`src/rtl/lcd_bus_receiver.sv`:
```
// -----------------------------------------------------------------------------
// lcd_bus_receiver
//
// Display-side end of the 8-bit 8080-style write bus. Decodes command bytes,
// CASET/RASET window parameters and the RGB565 RAMWR pixel stream, and emits
// one pixel per two-byte transfer together with its column/row coordinate.
// Optionally generates the tear-effect pulse returned to the driver.
//
// Optional feature macro: LCD_RX_FMARK_GEN_EN
//   defined   -> free-running tear counter drives lcd_fmark
//   undefined -> lcd_fmark tied low, no counter built
//
// Ports:
//   clk        in   system clock
//   rst_n      in   asynchronous reset, active low
//   lcd_data   in   [7:0] bus data (asynchronous to clk)
//   lcd_rs     in   0 = command byte, 1 = data/parameter byte
//   lcd_wr     in   write strobe, transfer captured on its rising edge
//   lcd_fmark  out  tear-effect pulse
//   cmd_valid  out  1-cycle pulse, command byte received
//   cmd_byte   out  [7:0] last command byte
//   px_valid   out  1-cycle pulse, pixel complete
//   px_data    out  [15:0] pixel {first byte, second byte}
//   px_x       out  [8:0] column of px_data
//   px_y       out  [7:0] row of px_data
//   frame_done out  1-cycle pulse with the last pixel of the window
// -----------------------------------------------------------------------------
module lcd_bus_receiver #(
   parameter int SYNC_STAGES  = 2,
   parameter int WIDTH        = 320,
   parameter int HEIGHT       = 240,
   parameter int FMARK_PERIOD = 200000,
   parameter int FMARK_WIDTH  = 1000
) (
   input  logic        clk,
   input  logic        rst_n,
   input  logic [7:0]  lcd_data,
   input  logic        lcd_rs,
   input  logic        lcd_wr,
   output logic        lcd_fmark,
   output logic        cmd_valid,
   output logic [7:0]  cmd_byte,
   output logic        px_valid,
   output logic [15:0] px_data,
   output logic [8:0]  px_x,
   output logic [7:0]  px_y,
   output logic        frame_done
);

   typedef enum logic [1:0] {IDLE, CASET, RASET, RAMWR} state_t;

   // The bus idles with lcd_wr high, so the synchroniser resets to "wr high"
   // to avoid seeing a false rising edge as soon as reset is released.
   localparam logic [9:0] SYNC_IDLE = 10'h200;

   state_t      r_state;
   state_t      w_nextState;

   logic [9:0]  r_sync [SYNC_STAGES];
   logic        r_wrPrev;
   logic        w_wr;
   logic        w_rs;
   logic [7:0]  w_data;
   logic        w_strobe;
   logic        w_cmd;
   logic        w_param;

   logic [1:0]  r_parCnt;
   logic        r_startHi0;
   logic [7:0]  r_startLo;
   logic        r_endHi0;
   logic [8:0]  w_colStart;
   logic [8:0]  w_colEndRaw;
   logic [8:0]  w_colEnd;
   logic [7:0]  w_rowEnd;

   logic [8:0]  r_xs;
   logic [8:0]  r_xe;
   logic [7:0]  r_ys;
   logic [7:0]  r_ye;
   logic [8:0]  r_x;
   logic [7:0]  r_y;
   logic        r_phase;
   logic [7:0]  r_hi;
   logic        w_lastCol;
   logic        w_lastRow;

   // wr, rs and data travel through the synchroniser as one vector so that
   // rs/data are always sampled from the same stage as the strobe edge.
   always_ff @(posedge clk or negedge rst_n) begin
      if (!rst_n) begin
         for (int i = 0; i < SYNC_STAGES; i++) r_sync[i] <= SYNC_IDLE;
         r_wrPrev <= 1'b1;
      end else begin
         r_sync[0] <= {lcd_wr, lcd_rs, lcd_data};
         for (int i = 1; i < SYNC_STAGES; i++) r_sync[i] <= r_sync[i-1];
         r_wrPrev <= w_wr;
      end
   end

   assign w_wr     = r_sync[SYNC_STAGES-1][9];
   assign w_rs     = r_sync[SYNC_STAGES-1][8];
   assign w_data   = r_sync[SYNC_STAGES-1][7:0];
   assign w_strobe = w_wr & ~r_wrPrev;
   assign w_cmd    = w_strobe & ~w_rs;
   assign w_param  = w_strobe & w_rs;

   // Window values are assembled when the 4th parameter byte is on the bus;
   // an end below the start collapses the window to a single line.
   assign w_colStart  = {r_startHi0, r_startLo};
   assign w_colEndRaw = {r_endHi0, w_data};
   assign w_colEnd    = (w_colEndRaw < w_colStart) ? w_colStart : w_colEndRaw;
   assign w_rowEnd    = (w_data < r_startLo) ? r_startLo : w_data;
   assign w_lastCol   = (r_x == r_xe);
   assign w_lastRow   = (r_y == r_ye);

   // State register.
   always_ff @(posedge clk or negedge rst_n) begin
      if (!rst_n) r_state <= IDLE;
      else        r_state <= w_nextState;
   end

   // Next-state logic: any command byte redirects the FSM regardless of the
   // current state; a window command returns to IDLE after its 4th byte.
   always_comb begin
      w_nextState = r_state;
      if (w_cmd) begin
         case (w_data)
            8'h2A:   w_nextState = CASET;
            8'h2B:   w_nextState = RASET;
            8'h2C:   w_nextState = RAMWR;
            default: w_nextState = IDLE;
         endcase
      end else if (w_param && (r_state == CASET || r_state == RASET) &&
                   r_parCnt == 2'd3) begin
         w_nextState = IDLE;
      end
   end

   // Datapath: command capture, window parameter collection and the pixel
   // stream. A command clears the parameter counter and byte phase, which is
   // what discards half-finished parameter lists and dangling pixel bytes.
   always_ff @(posedge clk or negedge rst_n) begin
      if (!rst_n) begin
         cmd_valid  <= 1'b0;
         cmd_byte   <= 8'h00;
         px_valid   <= 1'b0;
         px_data    <= 16'h0000;
         px_x       <= 9'd0;
         px_y       <= 8'd0;
         frame_done <= 1'b0;
         r_parCnt   <= 2'd0;
         r_startHi0 <= 1'b0;
         r_startLo  <= 8'h00;
         r_endHi0   <= 1'b0;
         r_xs       <= 9'd0;
         r_xe       <= 9'(WIDTH - 1);
         r_ys       <= 8'd0;
         r_ye       <= 8'(HEIGHT - 1);
         r_x        <= 9'd0;
         r_y        <= 8'd0;
         r_phase    <= 1'b0;
         r_hi       <= 8'h00;
      end else begin
         cmd_valid  <= 1'b0;
         px_valid   <= 1'b0;
         frame_done <= 1'b0;
         if (w_cmd) begin
            cmd_valid <= 1'b1;
            cmd_byte  <= w_data;
            r_parCnt  <= 2'd0;
            r_phase   <= 1'b0;
            r_x       <= r_xs;
            r_y       <= r_ys;
         end else if (w_param) begin
            case (r_state)
               CASET, RASET: begin
                  r_parCnt <= r_parCnt + 2'd1;
                  case (r_parCnt)
                     2'd0: r_startHi0 <= w_data[0];
                     2'd1: r_startLo  <= w_data;
                     2'd2: r_endHi0   <= w_data[0];
                     default: begin
                        if (r_state == CASET) begin
                           r_xs <= w_colStart;
                           r_xe <= w_colEnd;
                        end else begin
                           r_ys <= r_startLo;
                           r_ye <= w_rowEnd;
                        end
                     end
                  endcase
               end
               RAMWR: begin
                  r_phase <= ~r_phase;
                  if (!r_phase) begin
                     r_hi <= w_data;
                  end else begin
                     px_valid   <= 1'b1;
                     px_data    <= {r_hi, w_data};
                     px_x       <= r_x;
                     px_y       <= r_y;
                     frame_done <= w_lastCol & w_lastRow;
                     if (w_lastCol) begin
                        r_x <= r_xs;
                        r_y <= w_lastRow ? r_ys : r_y + 8'd1;
                     end else begin
                        r_x <= r_x + 9'd1;
                     end
                  end
               end
               default: begin
               end
            endcase
         end
      end
   end

   // The period parameters are referenced in both builds so an override is
   // accepted cleanly whether or not the tear generator exists.
   localparam bit FMARK_CFG_OK = (FMARK_PERIOD > 0) && (FMARK_WIDTH < FMARK_PERIOD);

`ifdef LCD_RX_FMARK_GEN_EN
   localparam int CNT_W = (FMARK_PERIOD > 1) ? $clog2(FMARK_PERIOD) : 1;

   logic [CNT_W-1:0] r_fmarkCnt;

   // Free-running tear counter; it resets to 0 so the pulse is high from the
   // first cycle after reset.
   always_ff @(posedge clk or negedge rst_n) begin
      if (!rst_n)                                        r_fmarkCnt <= '0;
      else if (r_fmarkCnt == CNT_W'(FMARK_PERIOD - 1))   r_fmarkCnt <= '0;
      else                                               r_fmarkCnt <= r_fmarkCnt + 1'b1;
   end

   assign lcd_fmark = FMARK_CFG_OK && (r_fmarkCnt < CNT_W'(FMARK_WIDTH));
`else
   assign lcd_fmark = 1'b0 && FMARK_CFG_OK;
`endif

endmodule

```
`config.mk`:
```
export PLATFORM = sky130hd
export DESIGN_NAME = lcd_bus_receiver
export DESIGN_NICKNAME = d
export VERILOG_FILES = /design/src/rtl/lcd_bus_receiver.sv
export SDC_FILE = /design/constraint.sdc
export NUM_CORES = 1
export LEC_CHECK = 0
export ABC_AREA = 1
export CORE_MARGIN = 3
export CORE_UTILIZATION = 45
export CTS_CLUSTER_DIAMETER = 60
export DETAILED_ROUTE_END_ITERATION = 8
export GPL_TIMING_DRIVEN = 1
export PLACE_DENSITY_LB_ADDON = 0.1
export RECOVER_POWER = 50
export SYNTH_ARGS = -nofsm -noshare
export SYNTH_HDL_FRONTEND = slang
export SYNTH_SLANG_ARGS = --single-unit
```
`constraint.sdc`:
```
create_clock -name clk -period 2.2 [get_ports clk]
set_input_delay 0.44 -clock clk [delete_from_list [all_inputs] [get_ports clk]]
set_output_delay 0.44 -clock clk [all_outputs]
set_load 0.05 [all_outputs]
```
* After elaboration in Yosys (flattened, before gate mapping)
Index checks and enable logic that the tools add are counted.
** Cells by class
- Add/subtract/negate cells :: 3
- Magnitude comparators :: 2
- Eq/ne operators :: 11
- Muxes and demuxes :: 31
- Bitwise operators :: 10
- Reduce and logical (&&, ||, !) cells :: 23
** Operator list (number)
- $mux W8 :: 7
- $mux W9 :: 6
- $eq A8 B6 Y1 const B :: 3
- $reduce_and A4 Y1 :: 6
- $mux W1 :: 12
- $reduce_bool A2 Y1 :: 6
- $mux W2 :: 5
- $reduce_and A5 Y1 :: 2
- $add A9 B1 Y9 const B :: 1
- $eq A9 B9 Y1 :: 1
- $lt A9 B9 Y1 :: 1
- $add A8 B1 Y8 const B :: 1
- $eq A2 B2 Y1 const B :: 4
- $eq A8 B8 Y1 :: 1
- $lt A8 B8 Y1 :: 1
- $not A1 Y1 :: 6
- $pmux W2 S3 :: 1
- $and A1 B1 Y1 :: 4
- $eq A2 B1 Y1 const B :: 2
- $reduce_and A2 Y1 :: 2
- $reduce_and A3 Y1 :: 1
- $reduce_or A3 Y1 :: 1
- $add A2 B1 Y2 const B :: 1
- $logic_and A1 B1 Y1 :: 2
- 3 further kinds :: 3
** Storage, ports and cells
- Register bits after elaboration :: 139
- Output and inout port bits :: 45
- Logic and storage cells :: 103

* Depth between registers and ports, before layout
Gate-level depths: netlist of run 1.
- Depth after elaboration :: 7
- Mapped depth :: 11
- Gate-level depth less buffers :: 11

* Worst setup path after synthesis of run 1
OpenSTA, ideal clock, no wires.
- Kind :: reg-to-reg
- From :: register r_startLo[7]
- To :: register r_ye[4]
- Setup time :: 0.065 ns
- Data arrival time :: 1.610 ns
- Required time :: 2.135 ns
- Slack :: 0.526 ns
- Stages on the path, launching flop included :: 10
- Path buffers :: 1
- Period minus slack after synthesis :: 1.674 ns
- Path through :: dfrtp_1 inv_1 ha_1 a21oi_1 o21a_1 clkbuf_1 nand2_1 nand2_1 nand3_1 nand2_1
** Between the ends
- Cells in the longest elaborated chain, start to end :: 2
** RTL lines
- start: declaration :: line 70 : logic [7:0] r_startLo;
- start signal: assignment :: line 181 : 2'd1: r_startLo <= w_data;
- $lt A8 B8 Y1 :: line 113 : assign w_rowEnd = (w_data < r_startLo) ? r_startLo : w_data;
- $mux W8 :: line 113
- end signal: assignment :: line 159 : r_ye <= 8'(HEIGHT - 1);
- end signal: assignment :: line 189 : r_ye <= w_rowEnd;
- end: declaration :: line 80 : logic [7:0] r_ye;
Every way passes these cells.
A chain may end at the register's enable or synchronous reset.

* Worst setup path after layout of run 1
- From :: register px_data[7]
- To :: output port px_data[7]
** RTL lines
- start: declaration :: line 44 : output logic [15:0] px_data,
- start signal: assignment :: line 200 : px_data <= {r_hi, w_data};
No word-level cell between the ends.

==> results.toml, run 1 <==
[worst_setup_path]
r2r_slack_ps = 240
crit_slowest_cell = "clkdlybuf4s50_1"
end_kind = "output port"
worstSetupPathType = "flop to output port"
path_buf_inv = 1
cp_data_arrival_time_ps = 1590
worstPathRequired_ps = 1760
path_max_fanout = 2
cp_top_family = "buffers and inverters"
slowest_delay_ps = 810
crit_path_start_kind = "flop"
path_cells = "clkdlybuf4s50_1"

[placed_design]
place_congestion = 0.8394
hpwlAfterDp_mm = 11.02
io_buffer_count = 55

[clock_tree]
clk-insertion-delay-late_ps = 420
cts_root_buf = "clkbuf_16"
holdBufCountCts = 1
cts_buffer_depth = 2
cts_buffers = 17
postCtsSetupRepairBufs = 0
cts_tree = "built"
htreeDepth = 4
clk_pin_slew_ps = 60
ctsResizeCount = 0
cts_num_sinks = 139

[synth]
ys.flop_type = "dfrtp_1"
synth-edff-count = 0
synth.distinct_cells = 35
synthArstFlopShare_pct = 100.0
syn-cell-area_sq_um = 6386
syn_nets = 749
synth-seq-cells = 139
yosysSeqAreaShare_pct = 54.80
avgSynthCellArea_sq_um = 8.857
syn_inst = 721
synth_warnings = 0

[global_route]
grt_overflow = 0
grt_pass1_vias = 4721
antenna_found_initial = 0
grt_use_total_pct = 19.92
grt_pass1_wl_mm = 24.94
grt_max_degree = 63

[sta]
setup_viol = 0
tns_ps = 0
relSlewSlack_pct = 25.49
skew_ps = 5.130
post-route-min-period_ps = 2034
fmax_mhz = 491.6
hold_slack_ps = 346.5
rsz0062_at_grt = "false"
drv_slew = 0
worst_pin_slew_ps = 1118
finalCritPeriodShare_pct = 92.46
hold_viol_final = 0

[route]
num_vias = 4972
wire_per_inst_microns = 15.07
drt-total-wl_mm = 14.92
ant_nets = 0
drt_iter0_drc = 292
drc = 0
viasPerCell = 5.022
drt_first_pass_iters = 5

[power]
leakage_nw = 3.774
ir_drop_v = 0.0004948
p_per_area_nw_per_um2 = 780.3
power_mw = 6.137

[job]
drv_cap = 0

[floorplanning]
start_util_pct = 47.10
die_area_sq_um = 15660
die_y_microns = 125.1
core_area_sq_um = 13560
dieWidth_microns = 125.1
rows = 42
ios = 57

[cells_and_area]
final_common_cell = "nand2_1"
fillers = 1228
post_route_cells_drive_above_1_share_pct = 13.76
fin_nets = 829
antenna_cells = 0
areaGrowthSynthToFinish_pct = 23.16
layout_common_cells = "250 x nand2_1, 122 x dfrtp_1, 67 x nand3_1, 64 x o21ai_0, 56 x inv_1"

[status]
status = "completed"

[hold_path]
hold_class = "flop to flop"
[cells by family after synthesis]
kind of cell               after synthesis  synth area share, %
other                                    1              0.05872
adders and majority gates               16                3.135
buffers and inverters                   88                6.074
and+or+nand+nor                        367                25.39
DFF                                    139                54.80
xor gates and xnor gates                21                2.880
AOI/OAI and AO/OA                       89                7.661
[flip-flops by register name, indices dropped and copies added (netlist names), 2 cells and up]
name,flops
r_sync,20
r_x,9
r_ye,8
px_data,16
r_startLo,8
r_state,2
r_xs,9
r_ys,8
r_hi,8
cmd_byte,8
r_y,8
px_x,9
r_xe,9
px_y,8
r_parCnt,2
[synth_stat cells, types with 3 or more instances]
master	number	area, sq um
nand3_1	67	335.3
buf_4	3	22.52
dfstp_2	17	446.7
inv_2	5	18.77
xnor2_1	15	131.4
buf_2	9	45.04
o21ai_0	64	320.3
a21oi_1	10	50.05
nor2_1	12	45.04
o21ai_2	9	78.83
xor2_1	6	52.55
buf_6	4	45.04
nand4_1	17	106.4
nand2_2	5	31.28
dfrtp_1	122	3053
ha_1	16	200.2
inv_1	56	210.2
clkbuf_1	8	30.03
nand2_1	250	938.4
nor2_4	5	56.30
[per-layer routing]
layer	part of all wire, %	track usage (%)	vias to the layer above
met4	1.8	6.186	0
met3	4.5	4.904	19
met1	49	29.03	2367
met2	45	29.52	106
li1	-	-	2480
met5	0	0	-
[power by group]
group,switching (mW),internal [mW]
Sequential,0.0437,2.66
Combinational,0.321,0.150
Clock,1.07,1.90
[through the flow]
stage	cell area [sq um]	std cells	setup slack, ps	utilization, %
global route	7865	990	106.9	58.01
detailed placement	7263	957	397.1	53.57
finish	7865	990	166.0	58.01
floorplan	6386	721	525.5	-
CTS	7896	990	138.6	58.24
global placement	7263	957	444.6	53.57
[cell type report]
type	instances	area (sq um)	share of cell area [%]
Timing Repair Buffer	87	795.8	10.12
Inverter	62	235.2	2.991
Clock inverter	10	138.9	1.766
Multi-Input combinational cell	494	2491	31.67
Tap cell	176	220.2	2.800
Clock buffer	22	484.2	6.157
Sequential cell	139	3500	44.50
[path summary, 6_finish.rpt]
kind                                        start                      end  cells past startpoint
max in group asynchronous                   rst_n      r_ye[1]$_DFFE_PN1P_                      3
hold / removal               r_sync[17]$_DFF_PN0_      r_sync[7]$_DFF_PN0_                      0
setup reg to reg              r_sync[9]$_DFF_PN1_       r_y[0]$_DFFE_PN0P_                      9
hold reg to reg              r_sync[17]$_DFF_PN0_      r_sync[7]$_DFF_PN0_                      0
min in group asynchronous                   rst_n  px_data[13]$_DFFE_PN0P_                      2
setup / recovery           px_data[7]$_DFFE_PN0P_               px_data[7]                      1
Power figures use the tool's default switching activity.
==> run 2: changes to the inputs <==
- PLACE_DENSITY: default -> 0.75
- PLACE_DENSITY_LB_ADDON: 0.1 -> default
==> run 2 against run 1 <==
Effect of this change:
- final cell count down 0.61%
- setup slack got worse by 7.4 ps
- flip-flop and latch count is the same
- register-to-register slack better by 50 ps
- routed wire length fell by 0.66%
- design area shrank 0.14%
- non-clock buffer count fell by 6
- maximum frequency decreased by 0.36%
- largest power group unchanged
==> results.toml, run 2 (same netlist as run 1, synthesis figures left out) <==
[global_route]
grt_util_met3_pct = 5.288
grt_pass1_vias = 4899
use_met1_pct = 26.65
grt_pass1_wl_mm = 24.75
grt_overflow = 0
busiest_layer = "met2"
grt_max_degree = 63
grt_util_met2_pct = 30.12
antenna_found_initial = 0
grt_use_total_pct = 19.71

[cells_and_area]
fin_nets = 823
areaGrowthSynthToFinish_pct = 22.98
antenna_cells = 0
layoutNonFillerInstCount = 984
fillers = 1172
final_common_cell = "nand2_1"
reg_top3 = "r_sync (20), px_data (16)"
finalInstanceArea_sq_um = 7854
max_flop_register = "r_sync"
post_route_cells_drive_above_1_share_pct = 13.00
layout_common_cells = "250 x nand2_1, 122 x dfrtp_1, 68 x nand3_1, 64 x o21ai_0, 56 x inv_1"
largest_register_ffs = 20

[clock_tree]
clk-insertion-delay-late_ps = 420
clk_pin_slew_ps = 60
cts_tree = "built"
postCtsSetupRepairBufs = 0
cts_num_sinks = 139
cts_buffers = 17
holdBufCountCts = 1
cts_buffer_depth = 2
htreeDepth = 4
ctsResizeCount = 0
cts_root_buf = "clkbuf_16"

[sta]
finalCritPeriodShare_pct = 92.79
skew_ps = 8.203
relSlewSlack_pct = 16.59
setup_viol = 0
post-route-min-period_ps = 2041
worst_pin_slew_ps = 1251
hold_viol_final = 0
tns_ps = 0
drv_slew = 0
fmax_mhz = 489.9
rsz0062_at_grt = "false"

[worst_setup_path]
path_cells = "clkdlybuf4s50_1"
worstSetupPathType = "flop to output port"
cp_top_family = "buffers and inverters"
slowest_delay_ps = 810
r2r_slack_ps = 290
path_depth = 1
path_max_fanout = 2
path_buf_inv = 1
end_kind = "output port"
cp_data_arrival_time_ps = 1600
crit_slowest_cell = "clkdlybuf4s50_1"
r2r_cells = 5
crit_path_start_kind = "flop"
worstPathRequired_ps = 1760

[route]
num_vias = 5068
drt_iter0_drc = 618
drc = 0
drt_first_pass_iters = 6
drt-total-wl_mm = 14.82
wire_per_inst_microns = 15.06
viasPerCell = 5.150
ant_nets = 0

[floorplanning]
rows = 42
die_y_microns = 125.1
core_area_sq_um = 13560
ios = 57
start_util_pct = 47.10
dieWidth_microns = 125.1
die_area_sq_um = 15660

[placed_design]
place_congestion = 0.8824
placedCellCount = 951
hpwlAfterDp_mm = 10.27
io_buffer_count = 55
dpl-instance-area_sq_um = 7206

[hold_path]
hold_class = "flop to flop"
whs_path_depth = 0

[status]
status = "completed"

[power]
leakage_nw = 3.770
ir_drop_v = 0.0005576
p_per_area_nw_per_um2 = 804.5

[job]
drv_cap = 0
## run 2: layout make-up
cell class                 count  area [sq um]  share of cell area (%)
clock buffer                  21         470.5                   5.990
multi-input combinational    494          2494                   31.75
timing repair buffer          81         744.5                   9.479
sequential                   139          3500                   44.56
inverter                      62         235.2                   2.995
clock inverter                11         190.2                   2.422
tap                          176         220.2                   2.804
## run 2: metrics by stage
stage	util [%]	power, mW	hold WS, ps	setup slack, ps
global placement	53.15	3.202	332.7	440.5
detailed placement	53.15	3.213	335.5	416.1
global route	57.93	6.516	351.5	55.31
CTS	58.09	6.364	348.4	132.8
finish	57.93	6.318	346.5	158.6
floorplan	-	3.010	144.4	525.5
## run 2: path summary, 6_finish.rpt
path | endpoint | start
hold reg to reg | r_sync[8]$_DFF_PN0_ | r_sync[18]$_DFF_PN0_
max in group asynchronous | r_hi[5]$_DFFE_PN0P_ | rst_n
min in group asynchronous | px_y[6]$_DFFE_PN0P_ | rst_n
setup reg to reg | px_x[0]$_DFFE_PN0P_ | r_state[0]$_DFFE_PN0P_
hold / removal | r_sync[8]$_DFF_PN0_ | r_sync[18]$_DFF_PN0_
setup / recovery | px_data[6] | px_data[6]$_DFFE_PN0P_
## run 2: routing by layer
metal,wire length [microns],vias up
met5,0,-
met4,386,0
met3,1008,38
met2,6688,176
met1,6739,2385
li1,-,2469
## run 2: report_power, final
group | internal [mW] | switching [mW]
registers | 2.66 | 0.0488
clock network | 2.10 | 1.06
logic | 0.143 | 0.314
total | 4.90 | 1.42
